`src/rtl/fb_sched_pkg.sv`:
```
// fb_write_scheduler shared types: scheduler states and the pixel bundle
// that travels through the core-write FIFO.
package fb_sched_pkg;

  localparam int FB_RES_X   = 400;
  localparam int FB_RES_Y   = 300;
  localparam int FB_PAL_LEN = 256;

  localparam int FB_XW = $clog2(FB_RES_X);
  localparam int FB_YW = $clog2(FB_RES_Y);
  localparam int FB_VW = $clog2(FB_PAL_LEN);

  typedef enum logic [1:0] {
    IDLE,
    DRAIN,
    FILL
  } fb_sched_state_t;

  typedef struct packed {
    logic [FB_XW-1:0] x;
    logic [FB_YW-1:0] y;
    logic [FB_VW-1:0] value;
  } fb_pixel_t;

endpackage

```
`src/rtl/fb_fifo.sv`:
```
// fb_fifo: registered synchronous FIFO of fb_pixel_t.
// A push into a full FIFO is only taken when a pop happens the same cycle.
module fb_fifo
  import fb_sched_pkg::*;
#(
  parameter int DEPTH = 8
) (
  input  logic                   clk_i,
  input  logic                   rst_i,
  input  logic                   push_i,
  input  fb_pixel_t              data_i,
  input  logic                   pop_i,
  output fb_pixel_t              head_o,
  output logic                   full_o,
  output logic                   empty_o,
  output logic [$clog2(DEPTH):0] count_o
);

  localparam int AW = $clog2(DEPTH);
  localparam int CW = AW + 1;

  fb_pixel_t         mem_q [DEPTH];
  logic [AW-1:0]     wr_q;
  logic [AW-1:0]     rd_q;
  logic [CW-1:0]     cnt_q;
  logic              do_push;
  logic              do_pop;

  assign full_o  = (cnt_q == CW'(DEPTH));
  assign empty_o = (cnt_q == '0);
  assign count_o = cnt_q;
  assign head_o  = mem_q[rd_q];
  assign do_pop  = pop_i && !empty_o;
  assign do_push = push_i && (!full_o || do_pop);

  // Pointers and occupancy
  always_ff @(posedge clk_i) begin
    if (rst_i) begin
      wr_q  <= '0;
      rd_q  <= '0;
      cnt_q <= '0;
    end else begin
      if (do_push) wr_q <= wr_q + 1'b1;
      if (do_pop)  rd_q <= rd_q + 1'b1;
      cnt_q <= cnt_q + CW'(do_push) - CW'(do_pop);
    end
  end

  // Storage, no reset needed
  always_ff @(posedge clk_i) begin
    if (do_push) mem_q[wr_q] <= data_i;
  end

endmodule

```
`src/rtl/fb_write_scheduler.sv`:
```
// fb_write_scheduler: queues core pixel writes and a fill engine onto one
// framebuffer port in program order. Option: FB_BOUNDS_CHECK_EN.
module fb_write_scheduler
  import fb_sched_pkg::*;
#(
  parameter int RESOLUTION_X   = FB_RES_X,
  parameter int RESOLUTION_Y   = FB_RES_Y,
  parameter int PALETTE_LENGTH = FB_PAL_LEN,
  parameter int FIFO_DEPTH     = 8,
  parameter int STALL_MARGIN   = 3
) (
  input  logic                              clk,
  input  logic                              reset,
  input  logic                              fb_wr_en,
  input  logic [$clog2(RESOLUTION_X)-1:0]   fb_wr_pxl_x,
  input  logic [$clog2(RESOLUTION_Y)-1:0]   fb_wr_pxl_y,
  input  logic [$clog2(PALETTE_LENGTH)-1:0] fb_wr_pxl_value,
  output logic                              fb_stall,
  input  logic                              fill_start,
  input  logic [$clog2(PALETTE_LENGTH)-1:0] fill_value,
  output logic                              fill_busy,
  output logic                              fbm_wr_en,
  output logic [$clog2(RESOLUTION_X)-1:0]   fbm_x,
  output logic [$clog2(RESOLUTION_Y)-1:0]   fbm_y,
  output logic [$clog2(PALETTE_LENGTH)-1:0] fbm_value,
  input  logic                              fbm_ready,
  output logic                              overflow
`ifdef FB_BOUNDS_CHECK_EN
  ,
  output logic [15:0]                       oob_count
`endif
);

  localparam int XW = $clog2(RESOLUTION_X);
  localparam int YW = $clog2(RESOLUTION_Y);
  localparam int VW = $clog2(PALETTE_LENGTH);
  localparam int CW = $clog2(FIFO_DEPTH) + 1;

  fb_sched_state_t state_q, state_d;
  logic [XW-1:0]   fx_q, fx_d;
  logic [YW-1:0]   fy_q, fy_d;
  logic [VW-1:0]   fval_q, fval_d;
  logic [CW-1:0]   drain_q, drain_d;
  logic            stall_q;
  logic            ovf_q;

  fb_pixel_t       wr_pix;
  fb_pixel_t       head;
  logic            full;
  logic            empty;
  logic [CW-1:0]   count;
  logic [CW-1:0]   count_next;
  logic            in_range;
  logic            push_req;
  logic            push_ok;
  logic            accept;
  logic            pop_fire;

`ifdef FB_BOUNDS_CHECK_EN
  assign in_range = (int'(fb_wr_pxl_x) < RESOLUTION_X) &&
                    (int'(fb_wr_pxl_y) < RESOLUTION_Y);
`else
  assign in_range = 1'b1;
`endif

  assign wr_pix = '{
    x:     FB_XW'(fb_wr_pxl_x),
    y:     FB_YW'(fb_wr_pxl_y),
    value: FB_VW'(fb_wr_pxl_value)
  };

  assign push_req   = fb_wr_en && in_range;
  assign accept     = fbm_wr_en && fbm_ready;
  assign pop_fire   = accept && (state_q != FILL);
  assign push_ok    = push_req && (!full || pop_fire);
  assign count_next = count + CW'(push_ok) - CW'(pop_fire);

  fb_fifo #(
    .DEPTH(FIFO_DEPTH)
  ) u_fifo (
    .clk_i  (clk),
    .rst_i  (reset),
    .push_i (push_req),
    .data_i (wr_pix),
    .pop_i  (pop_fire),
    .head_o (head),
    .full_o (full),
    .empty_o(empty),
    .count_o(count)
  );

  // Scheduler state and fill counters
  always_ff @(posedge clk) begin
    if (reset) begin
      state_q <= IDLE;
      fx_q    <= '0;
      fy_q    <= '0;
      fval_q  <= '0;
      drain_q <= '0;
    end else begin
      state_q <= state_d;
      fx_q    <= fx_d;
      fy_q    <= fy_d;
      fval_q  <= fval_d;
      drain_q <= drain_d;
    end
  end

  // Next state: drain pre-fill entries, then walk the frame
  always_comb begin
    state_d = state_q;
    fx_d    = fx_q;
    fy_d    = fy_q;
    fval_d  = fval_q;
    drain_d = drain_q;
    unique case (state_q)
      IDLE: begin
        if (fill_start) begin
          fval_d  = fill_value;
          drain_d = count - CW'(pop_fire);
          state_d = (drain_d == '0) ? FILL : DRAIN;
        end
      end
      DRAIN: begin
        if (pop_fire) begin
          drain_d = drain_q - 1'b1;
          if (drain_d == '0) state_d = FILL;
        end
      end
      FILL: begin
        if (accept) begin
          if (fx_q == XW'(RESOLUTION_X - 1)) begin
            fx_d = '0;
            if (fy_q == YW'(RESOLUTION_Y - 1)) begin
              fy_d    = '0;
              state_d = IDLE;
            end else begin
              fy_d = fy_q + 1'b1;
            end
          end else begin
            fx_d = fx_q + 1'b1;
          end
        end
      end
      default: state_d = IDLE;
    endcase
  end

  // Port mux: FIFO head or fill pixel, zero when not valid
  always_comb begin
    fbm_wr_en = 1'b0;
    fbm_x     = '0;
    fbm_y     = '0;
    fbm_value = '0;
    fill_busy = (state_q != IDLE);
    unique case (state_q)
      IDLE, DRAIN: begin
        fbm_wr_en = !empty && (state_q == IDLE || drain_q != '0);
        if (fbm_wr_en) begin
          fbm_x     = XW'(head.x);
          fbm_y     = YW'(head.y);
          fbm_value = VW'(head.value);
        end
      end
      FILL: begin
        fbm_wr_en = 1'b1;
        fbm_x     = fx_q;
        fbm_y     = fy_q;
        fbm_value = fval_q;
      end
      default: fbm_wr_en = 1'b0;
    endcase
  end

  // Early stall and sticky overflow flag
  always_ff @(posedge clk) begin
    if (reset) begin
      stall_q <= 1'b0;
      ovf_q   <= 1'b0;
    end else begin
      stall_q <= (count_next >= CW'(FIFO_DEPTH - STALL_MARGIN));
      if (push_req && full && !pop_fire) ovf_q <= 1'b1;
    end
  end

  assign fb_stall = stall_q;
  assign overflow = ovf_q;

`ifdef FB_BOUNDS_CHECK_EN
  logic [15:0] oob_q;

  // Saturating count of discarded out-of-range writes
  always_ff @(posedge clk) begin
    if (reset) begin
      oob_q <= '0;
    end else if (fb_wr_en && !in_range && oob_q != 16'hFFFF) begin
      oob_q <= oob_q + 16'd1;
    end
  end

  assign oob_count = oob_q;
`endif

endmodule

```
`config.mk`:
```
export PLATFORM = sky130hd
export DESIGN_NAME = fb_write_scheduler
export DESIGN_NICKNAME = d
export VERILOG_FILES = /design/src/rtl/fb_sched_pkg.sv /design/src/rtl/fb_fifo.sv /design/src/rtl/fb_write_scheduler.sv
export SDC_FILE = /design/constraint.sdc
export NUM_CORES = 1
export LEC_CHECK = 0
export CAP_MARGIN = 10
export CORE_MARGIN = 1
export CORE_UTILIZATION = 30
export CTS_BUF_LIST = sky130_fd_sc_hd__clkbuf_16
export DETAILED_ROUTE_END_ITERATION = 8
export PLACE_DENSITY = 0.52
export SLEW_MARGIN = 20
export SYNTH_ARGS = -nofsm -noshare
export SYNTH_HDL_FRONTEND = slang
export SYNTH_SLANG_ARGS = --single-unit
```
`constraint.sdc`:
```
create_clock -name clk -period 5.3 [get_ports clk]
set_input_delay 0.53 -clock clk [delete_from_list [all_inputs] [get_ports clk]]
set_output_delay 0.53 -clock clk [all_outputs]
set_load 0.03 [all_outputs]
```
== Word-level counts from Yosys, hierarchy flattened ==
Memory sizes are Yosys's and may differ from the RTL's. A register that Yosys moved wholly into a read port is not among the register bits.
Index checks and enable logic that the tools add are counted.
Word-level totals
  register bits: 44
  memory bits (writable): 208
  input bits: 39
  output and inout port bits: 30
  logic and storage cells: 85
  memories: 1
Memories
  u_fifo.mem_q: depth 8, bits a word 26, rd ports 1, clocked after Yosys merged registers in 1, write ports 1, line fb_fifo.sv:22  | fb_pixel_t mem_q [DEPTH];
Cells by class
  add/sub/neg operators: 10
  magnitude comparators: 1
  equality and inequality tests: 12
  mux-type cells: 24
  reduce and logical (&&, ||, !) cells: 27
Operators with widths (number)
  $mux W9: 4
  $pmux W9 S2: 2
  $add A9 B1 Y9 const B: 2
  $eq A9 B9 Y1 const B: 2
  $pmux W8 S2: 1
  $mux W2: 7
  $ne A2 B2 Y1 const B: 7
  $logic_not A4 Y1: 3
  $sub A4 B1 Y4: 3
  $add A4 B1 Y4: 2
  $logic_and A1 B1 Y1: 8
  $mux W4: 2
  $mux W8: 1
  $pmux W4 S2: 1
  $add A3 B1 Y3 const B: 2
  $mux W3: 2
  $pmux W2 S3: 1
  $reduce_and A3 Y1: 2
  $reduce_and A6 Y1: 1
  $eq A4 B4 Y1 const B: 1
  $ge A4 B3 Y1 const B: 1
  $reduce_and A2 Y1: 2
  $reduce_bool A2 Y1: 2
  $reduce_bool A4 Y1: 1
  9 further kinds: 14

== Depth between registers and ports, before layout ==
Gate-level depths: netlist of the first run.
  word-level depth: 11
  depth in mapped cells: 13
  mapped depth without buffers: 13

== By module ==
A second synthesis of the first run with hierarchy kept.
Second synthesis, totals
  cells, all modules: 656
  area total of the unflattened synthesis: 10757.8 um^2
By module, submodules not included
  fb_fifo: times used 1, cells each 394, area an instance 8593.2 um^2, sequential area each 6506.2 um^2
  fb_write_scheduler: times used 1, cells each 262, area an instance 2164.6 um^2, sequential area each 680.7 um^2

== Worst setup path before layout of the first run ==
Ideal clock, no wire load.
  path kind: reg2reg
  start: reg drain_q[0]
  end: mem u_fifo.mem_q[0][0] (netlist bit) (enable)
  library setup time: 0.475 ns
  arrival time: 3.869 ns
  required time: 4.825 ns
  path slack: 0.956 ns
  stages on the path, launching flop included: 7
  path buffers: 0
  period minus slack after synthesis: 4.344 ns
  cell sequence: dfxtp_1 > inv_1 > ha_1 > and4bb_4 > o311a_1 > nand2b_4 > nor4_1
Between the ends
  cells in the longest elaborated chain, start to end: 11
RTL lines
  start: declaration: line fb_write_scheduler.sv:43  | logic [CW-1:0] drain_q, drain_d;
  start signal: assignment: line fb_write_scheduler.sv:105  | drain_q <= drain_d;
  $reduce_bool A4 Y1: line fb_write_scheduler.sv:158  | fbm_wr_en = !empty && (state_q == IDLE || drain_q != '0);
  $logic_or A1 B1 Y1: line fb_write_scheduler.sv:158
  $logic_and A1 B1 Y1: line fb_write_scheduler.sv:158
  $pmux W1 S2: line fb_write_scheduler.sv:156  | unique case (state_q)
  $logic_and A1 B1 Y1: line fb_write_scheduler.sv:73  | assign accept = fbm_wr_en && fbm_ready;
  $logic_and A1 B1 Y1: line fb_write_scheduler.sv:74  | assign pop_fire = accept && (state_q != FILL);
  $logic_and A1 B1 Y1: line fb_fifo.sv:33  | assign do_pop = pop_i && !empty_o;
  $logic_or A1 B1 Y1: line fb_fifo.sv:34  | assign do_push = push_i && (!full_o || do_pop);
  $logic_and A1 B1 Y1: line fb_fifo.sv:34
  $mux W1: line fb_fifo.sv:51  | if (do_push) mem_q[wr_q] <= data_i;
  $mux W1 (implied by the code): line fb_fifo.sv:51
  end: declaration: line fb_fifo.sv:22
Every way passes these cells.

== Worst setup path in the final report of the first run ==
  start: reg u_fifo.cnt_q[3] (netlist: u_fifo.count_o[3])
  end: out fbm_x[3]
Between the ends
  cells in the longest elaborated chain, start to end: 5
RTL lines
  start: declaration: line fb_fifo.sv:25  | logic [CW-1:0] cnt_q;
  start signal: assignment: line fb_fifo.sv:45  | cnt_q <= cnt_q + CW'(do_push) - CW'(do_pop);
  $logic_not A4 Y1: line fb_fifo.sv:30  | assign empty_o = (cnt_q == '0);
  $logic_not A1 Y1: line fb_write_scheduler.sv:158
  $logic_and A1 B1 Y1: line fb_write_scheduler.sv:158
  $mux W9: line fb_write_scheduler.sv:159  | if (fbm_wr_en) begin
  $pmux W9 S2: line fb_write_scheduler.sv:156
  end: declaration: line fb_write_scheduler.sv:23  | output logic [$clog2(RESOLUTION_X)-1:0] fbm_x,
Every way passes these cells.

==> results of run 1 <==
worst min-delay path by stage:
stage	from	slack, ns	endpoint
after floorplan	fval_q[0]	0.44	fval_q[0]
after global placement	fval_q[2]	0.44	fval_q[2]
after detailed placement	fval_q[7]	0.45	fval_q[7]
after CTS	fval_q[3]	0.46	fval_q[3]
after global routing	fval_q[3]	0.47	fval_q[3]
final	fval_q[1]	0.46	fval_q[1]
logic make-up after synthesis:
| group | count (synthesis) | share of synthesized area |
|---|---|---|
| buffers and inverters | 48 | 0.0188 |
| adder cells (fa/ha/maj) | 20 | 0.0251 |
| flip-flops | 255 | 0.681 |
| XOR/XNOR | 27 | 0.0224 |
| AND/OR/NAND/NOR | 166 | 0.0778 |
| AO/OA/AOI/OAI | 66 | 0.0364 |
| multiplexers | 81 | 0.138 |
through the flow:
stage	worst slack, ns	power (uW)
2_1_floorplan	0.956	3990
4_1_cts	1.21	6680
3_5_place_dp	1.81	4810
3_3_place_gp	1.88	4810
5_1_grt	1.11	6920
6_report	1.25	6590
critical path: cells and delay by family, from the launching register on:
kind | cells | cell delay (ns)
AND/OR/NAND/NOR | 2 | 0.80
AO/OA/AOI/OAI | 1 | 0.38
flip-flops | 1 | 0.40
adder cells (fa/ha/maj) | 1 | 0.23
buffers and inverters | 3 | 1.16
cell usage after synthesis (2+ instances only):
| library cell | n | area (um^2) |
|---|---|---|
| nor3_1 | 10 | 50.1 |
| and2_1 | 2 | 12.5 |
| nor2b_1 | 8 | 50.1 |
| nand2b_1 | 8 | 50.1 |
| mux4_2 | 52 | 1170 |
| o21ai_0 | 30 | 150 |
| a21oi_1 | 20 | 100 |
| a311oi_1 | 3 | 26.3 |
| nand2_1 | 58 | 218 |
| o311a_1 | 2 | 20.0 |
| xnor2_1 | 17 | 149 |
| buf_2 | 8 | 40.0 |
| clkbuf_1 | 18 | 67.6 |
| mux2i_1 | 29 | 290 |
| fa_1 | 2 | 40.0 |
| edfxtp_1 | 208 | 6250 |
| and4_1 | 2 | 17.5 |
| nor2_1 | 47 | 176 |
| nand4_1 | 5 | 31.3 |
| dfxtp_1 | 47 | 941 |
| ha_1 | 18 | 225 |
| xor2_1 | 10 | 87.6 |
| inv_1 | 18 | 67.6 |
| o22ai_1 | 3 | 18.8 |
| nand3_1 | 10 | 50.1 |
| nand3b_1 | 2 | 15.0 |
state kept, by name, summed over array words and instances, names as in the netlist, named ones only:
signal and count:
u_fifo.mem_q 208, fx_q 9, fy_q 9, fval_q 8, drain_q 4, u_fifo.count_o 4
u_fifo.rd_q 3, u_fifo.wr_q 3, state_q 2, fb_stall 1, overflow 1
area by class of cell:
| type | instances | area share |
|---|---|---|
| sequential | 255 | 0.566 |
| multi-input combinational | 360 | 0.252 |
| timing repair buffer | 81 | 0.0612 |
| clock buffer | 28 | 0.0551 |
| tap | 455 | 0.0448 |
| clock inverter | 23 | 0.0142 |
| inverter | 20 | 0.00630 |
power groups by stage:
stage          Clock, uW  Combinational [uW]  Sequential, uW
2_1_floorplan          0                1540            2450
5_1_grt             1970                2350            2600
3_5_place_dp           0                2200            2610
6_report            1860                2180            2550
4_1_cts             1900                2210            2570
3_3_place_gp           0                2210            2610
per-layer routing:
layer | vias up | share of wire
met5 | - | 0.00070
met4 | 2 | 0.014
met3 | 33 | 0.038
met2 | 103 | 0.49
met1 | 2911 | 0.46
li1 | 2690 | -
==> out/summary.log, run 1 <==
INFO  outcome        run_status=completed
INFO  timing         worst_hold_slack=0.461ns
INFO  global_routing global_route.usage.met1=0.190
INFO  routing        dr.pass1.iters=6
INFO  timing         timing.final.setup_violations=0
INFO  worst_hold_path hold_class=reg2reg
INFO  routing        detailroute.via_count=5739
INFO  setup_path     crit_path_end=fbm_x[3]
INFO  timing         timing.final.crit_period=4.05ns
INFO  place          numPlacedInstances=1171
INFO  global_routing grt_most_used_layer=met2
INFO  place          place_area=11800um^2
INFO  routing        post-route-drc-count=0
INFO  finish         multiInputGateArea=3200um^2
INFO  setup_path     cp-end-kind=output pin
INFO  routing        route.detailed.vias_per_inst=4.70
INFO  timing         total_negative_setup_slack=0ns
INFO  setup_path     crit_start=u_fifo.count_o[3]
INFO  power          switch_share=0.338
INFO  place          portBuffers=68
INFO  global_routing grt_util_all_layers=0.137
INFO  yosys          combined_area_of_all_synthesized_cells=10600um^2
INFO  finish         mostFrequentLayoutCell=edfxtp_1
INFO  cts            cts-root-buf=clkbuf_16
INFO  yosys          yosysUniqueCellTypes=52
INFO  setup_path     r2r_setup_slack=2.46ns
INFO  routing        finalWirelength=24.2mm
INFO  global_routing grt_use_met2=0.227
INFO  setup_path     crit_chain=inv_1 -> ha_1 -> nor3b_2 -> or3_1 -> buf_4 -> o21ai_0 -> clkdlybuf4s50_1
INFO  timing         worstMarginPinSlew=0.964ns
INFO  finish         final_util=0.368
INFO  timing         slew_headroom=0.358
INFO  finish         seqCellArea=7200um^2
INFO  flow_run       cap_viol_max_count=0
INFO  place          place_hpwl=14.4mm
INFO  global_routing via_count_of_the_first_global_routing_pass=5931
INFO  timing         maxSlewViolCount=0
INFO  finish         final_layout_size_suffix_gt1_frac=0.173
INFO  global_routing antenna_found_initial=1
INFO  worst_hold_path whs_path_depth=2
INFO  global_routing globalRoute.totalOverflow=0
INFO  yosys          number_of_enable_flip_flop_cells_after_synthesis=208
INFO  timing         post-route-period-util=0.765
INFO  cts            post_cts_buffers=0
INFO  place          gp_congestion=0.754
INFO  setup_path     worst_path_largest_cell_delay=0.75ns
INFO  cts            cts_made_buffers=28
INFO  setup_path     depth_of_the_most_critical_reg_to_reg_path=13
INFO  setup_path     worstReg2RegEnd=fb_stall
INFO  setup_path     worst_path_max_delay_cell=clkdlybuf4s50_1
INFO  floorplan      die_x=190um
INFO  global_routing wire_length_of_the_first_global_routing_pass=36.8mm
INFO  floorplan      fp.dieH=190um
INFO  floorplan      fp.dieArea=35900um^2
INFO  setup_path     regToRegStartpoint=u_fifo.count_o[3]
INFO  timing         worst_case_clock_skew=0.0265ns
INFO  cts            cts_tree=done
INFO  yosys          mappedNetlistNets=722
INFO  yosys          ys_seq_area_frac=0.681
INFO  floorplan      number_of_placement_rows=68
INFO  setup_path     critical_path_class=reg2out
INFO  yosys          synthCells=663
INFO  cts            cts-hold-fix-buffers=0
INFO  power          combinationalPowerShare=0.331
INFO  yosys          postSynthRegisterBits=255
INFO  finish         mostFrequentLayoutCells=208 x edfxtp_1, 68 x clkdlybuf4s50_1, 58 x nand2_1
INFO  cts            clock_tree.htree_level_count=1
INFO  setup_path     worstSetupStartpointType=flip-flop
INFO  power          power.sequential.fraction=0.388
INFO  finish         finish.cell_count_without_fillers=1222
INFO  power          switchingPower=2220uW
INFO  floorplan      design.portCount=69
INFO  power          total_leakage_power=0.00402uW
INFO  cts            clock_sinks=255
INFO  cts            clk_latency=0.55ns
INFO  cts            postCtsResizedCells=0
INFO  finish         final_design_area_no_fill=12700um^2
INFO  timing         maxClockFrequency=247MHz
INFO  setup_path     critical_path_peak_fanout=16
INFO  timing         grt_setup_unrepaired=false
INFO  power          p_int=4360uW
INFO  yosys          most_common_flop_cell_mapped_by_yosys=edfxtp_1
INFO  power          power_density=518nW/um^2
INFO  floorplan      initial_core_util=0.306
INFO  global_routing grt_use_met3=0.0207
INFO  floorplan      floorplan.core_area=34500um^2
INFO  finish         antenna_cells=0
INFO  cts            cts_max_path_buffers=3
INFO  global_routing grt_max_degree=53
INFO  power          pwr-share-clk=0.282
INFO  finish         n_fill_cell=3301
INFO  timing         finalHoldViolations=0
INFO  power          irDropWorstVdd=250uV
INFO  finish         layout-area-overhead-vs-synth=20.4%
INFO  yosys          share_of_flip_flops_with_an_asynchronous_set_or_reset_after_synthesis=0
INFO  finish         design.final.nets=805
INFO  setup_path     worst_ep_required_time=4.77ns
INFO  routing        final_antenna_net_count=0
INFO  routing        detailedRoute.firstIterationViolations=392
INFO  routing        post_drt_wl_per_cell=19.8um
INFO  yosys          yosys_warnings=0
INFO  setup_path     cp_data_arrival_time=3.52ns
INFO  cts            clkSlewWorstSetupHoldPaths=0.06ns
INFO  yosys          postSynthAreaPerCell=15.9um^2
Note: power is estimated with default switching activity, not from simulation.
==> run 2: changes to the inputs <==
- PLACE_DENSITY: 0.52 -> 0.54
- clock period: 5.3 -> 3.3 ns (I/O delays scaled with it)
==> run 2 against run 1 <==
  * First-iteration DRC count up 5.9%
  * Worst hold slack worse by 0.10 ns
  * Routed wire length up 3.9%
  * Register-to-register slack worse by 1.9 ns
  * Critical path type unchanged
==> out/summary.log, run 2 (synthesized netlist as in run 1, its figures left out) <==
INFO  floorplan      number_of_placement_rows=68 [unchanged]
INFO  floorplan      fp.dieH=190um [unchanged]
INFO  finish         largestRegisters=u_fifo.mem_q (208), fx_q (9), fy_q (9)
INFO  timing         maxClockFrequency=318MHz
INFO  timing         maxSlewViolCount=0 [unchanged]
INFO  cts            clock_tree.htree_level_count=1 [unchanged]
INFO  setup_path     cp-end-kind=output pin
INFO  power          power_density=816nW/um^2 [+58%]
INFO  timing         post-route-period-util=0.954
INFO  timing         timing.final.crit_period=3.15ns
INFO  finish         mostFrequentLayoutCells=208 x edfxtp_1, 58 x nand2_1, 52 x mux4_2
INFO  finish         design.final.nets=815 [+1.2%]
INFO  cts            cts_max_path_buffers=3 [unchanged]
INFO  setup_path     depth_of_the_most_critical_reg_to_reg_path=9 [-4]
INFO  outcome        run_status=completed
INFO  place          portBuffers=68 [unchanged]
INFO  place          numPlacedInstances=1181 [+0.85%]
INFO  power          total_leakage_power=0.00422uW [+4.9%]
INFO  timing         timing.final.setup_violations=0 [unchanged]
INFO  floorplan      floorplan.core_area=34500um^2 [unchanged]
INFO  place          gp_congestion=0.741 [-1.8%]
INFO  setup_path     worstReg2RegEnd=u_fifo.mem_q[1][5]
INFO  finish         finish.cell_count_without_fillers=1234 [+0.98%]
INFO  floorplan      initial_core_util=0.306 [unchanged]
INFO  routing        dr.pass1.iters=5 [-1]
INFO  global_routing globalRoute.totalOverflow=0 [unchanged]
INFO  setup_path     worstSetupStartpointType=flip-flop
INFO  cts            cts_tree=done
INFO  cts            cts-root-buf=clkbuf_16
INFO  flow_run       cap_viol_max_count=0 [unchanged]
INFO  finish         top_register=u_fifo.mem_q
INFO  cts            clk_latency=0.54ns [about the same]
INFO  routing        detailedRoute.firstIterationViolations=415 [+5.9%]
INFO  routing        route.detailed.vias_per_inst=4.78 [+1.7%]
INFO  floorplan      die_x=190um [unchanged]
INFO  setup_path     critical_path_class=reg2out
INFO  setup_path     crit_start=u_fifo.count_o[3]
INFO  finish         flip_flop_count_of_the_largest_register_after_layout=208 [unchanged]
INFO  routing        post-route-drc-count=0 [unchanged]
INFO  setup_path     critical_path_peak_fanout=27 [+11]
INFO  timing         worst_case_clock_skew=0.0133ns [-0.0132 ns]
INFO  place          place_area=12100um^2 [+2.1%]
INFO  finish         final_layout_size_suffix_gt1_frac=0.188 [+0.0143]
INFO  timing         grt_setup_unrepaired=false
INFO  timing         worstMarginPinSlew=0.825ns [-0.138 ns]
INFO  timing         slew_headroom=0.448 [+0.0903]
INFO  global_routing via_count_of_the_first_global_routing_pass=6043 [+1.9%]
INFO  global_routing grt_util_all_layers=0.141 [+0.00424]
INFO  global_routing grt_max_degree=53 [unchanged]
INFO  setup_path     crit_chain=inv_1 -> ha_1 -> nor3b_2 -> or3_1 -> buf_4 -> o21ai_0 -> dlygate4sd2_1
INFO  setup_path     cp_data_arrival_time=2.82ns [-0.70 ns]
INFO  finish         layout-area-overhead-vs-synth=22.8%
INFO  setup_path     worst_path_max_delay_cell=dlygate4sd2_1
INFO  floorplan      fp.dieArea=35900um^2 [unchanged]
INFO  routing        finalWirelength=25.1mm [+3.9%]
INFO  setup_path     r2r_setup_slack=0.61ns [-1.85 ns]
INFO  cts            clock_sinks=255 [unchanged]
INFO  cts            cts_made_buffers=28 [unchanged]
INFO  setup_path     crit_path_end=fbm_x[6]
INFO  floorplan      design.portCount=69 [unchanged]
INFO  worst_hold_path holdCritStartpoint=fill_value[2]
INFO  routing        post_drt_wl_per_cell=20.4um [+2.9%]
INFO  routing        final_antenna_net_count=0 [unchanged]
INFO  cts            clkSlewWorstSetupHoldPaths=0.06ns [about the same]
INFO  cts            cts-hold-fix-buffers=0 [unchanged]
INFO  setup_path     crit_cells=7 [unchanged]
INFO  setup_path     worst_path_dominant_cell_family=buffers and inverters
INFO  setup_path     crit_buf_inv=3 [unchanged]
INFO  setup_path     worst_ep_required_time=2.97ns [-1.80 ns]
INFO  timing         total_negative_setup_slack=0ns [unchanged]
INFO  global_routing antenna_found_initial=0 [-1]
INFO  place          place_hpwl=15.8mm [+9.2%]
INFO  finish         final_design_area_no_fill=13000um^2 [+2.0%]
INFO  finish         mostFrequentLayoutCell=edfxtp_1
INFO  routing        detailroute.via_count=5896 [+2.7%]
INFO  cts            post_cts_buffers=0 [unchanged]
INFO  global_routing wire_length_of_the_first_global_routing_pass=37.7mm [+2.6%]
INFO  timing         finalHoldViolations=0 [unchanged]
INFO  setup_path     regToRegStartpoint=drain_q[0]
INFO  setup_path     worst_path_largest_cell_delay=0.45ns [-0.30 ns]
INFO  power          irDropWorstVdd=523uV [+110%]
INFO  worst_hold_path hold_class=in2reg
run 2: cell types whose count changed in the layout (fill, tap and decap cells not counted), moves of 2 or more:
| cell | previous run | this run |
|---|---|---|
| nor2_4 | 0 | 3 |
| nor2_2 | 3 | 0 |
| dlygate4sd2_1 | 0 | 26 |
| buf_12 | 0 | 12 |
| clkinv_2 | 4 | 7 |
| dfxtp_2 | 0 | 2 |
| clkinv_1 | 7 | 5 |
| buf_4 | 13 | 11 |
| dfxtp_4 | 3 | 1 |
| clkdlybuf4s50_1 | 68 | 41 |
run 2: how the worst min path moves through the flow:
stage,to,slack [ns],depth (start not counted)
6_report,fval_q[2],0.36,3
5_1_grt,fval_q[2],0.36,3
4_1_cts,fval_q[2],0.34,3
3_5_place_dp,fval_q[4],0.45,2
3_3_place_gp,fval_q[6],0.44,2
2_1_floorplan,u_fifo.mem_q[0][0],0.43,0
run 2: cell type report:
cell class,instances,area (um^2)
Sequential cell,255,7190
Fill cell,3312,21600
Multi-Input combinational cell,360,3230
Antenna cell,1,2.50
Tap cell,455,569
Timing Repair Buffer,91,973
Clock inverter,24,210
Inverter,20,80.1
Clock buffer,28,701
run 2: through the flow:
step	power (uW)	hold WS (ns)	utilization	worst slack (ns)
detailed placement	7880	0.448	0.350	0.397
CTS	10700	0.336	0.375	0.0688
finish	10600	0.357	0.375	0.152
floorplan	6410	0.429	-	-0.350
global route	11100	0.365	0.375	0.0103
global placement	7850	0.443	0.350	0.433
run 2: routing by layer:
metal,GRT usage,vias up,share of wire
met5,0,-,0
met4,0.0285,0,0.016
met3,0.0227,27,0.050
met2,0.229,144,0.48
met1,0.200,3009,0.46
li1,-,2716,-
run 2: worst register-to-register path: cells and delay by family, from the launching register on:
family                   cells  cell delay (ns)
AO/OA/AOI/OAI                1             0.34
AND/OR/NAND/NOR              4             0.93
buffers and inverters        3             0.45
adder cells (fa/ha/maj)      1             0.21
flip-flops                   1             0.43
run 2: where the power goes:
group          internal (uW)  total (uW)  switching, uW
registers               3750        3930            180
clock network           1780        3040           1250
logic                   1490        3620           2130
run 2: timing repair:
item	4_1_cts	5_1_grt
gates resized for setup	26	1
pin swaps	0	0
cloned	0	0
endpoints found under the hold margin	0	0
endpoints found under the setup margin	26	1
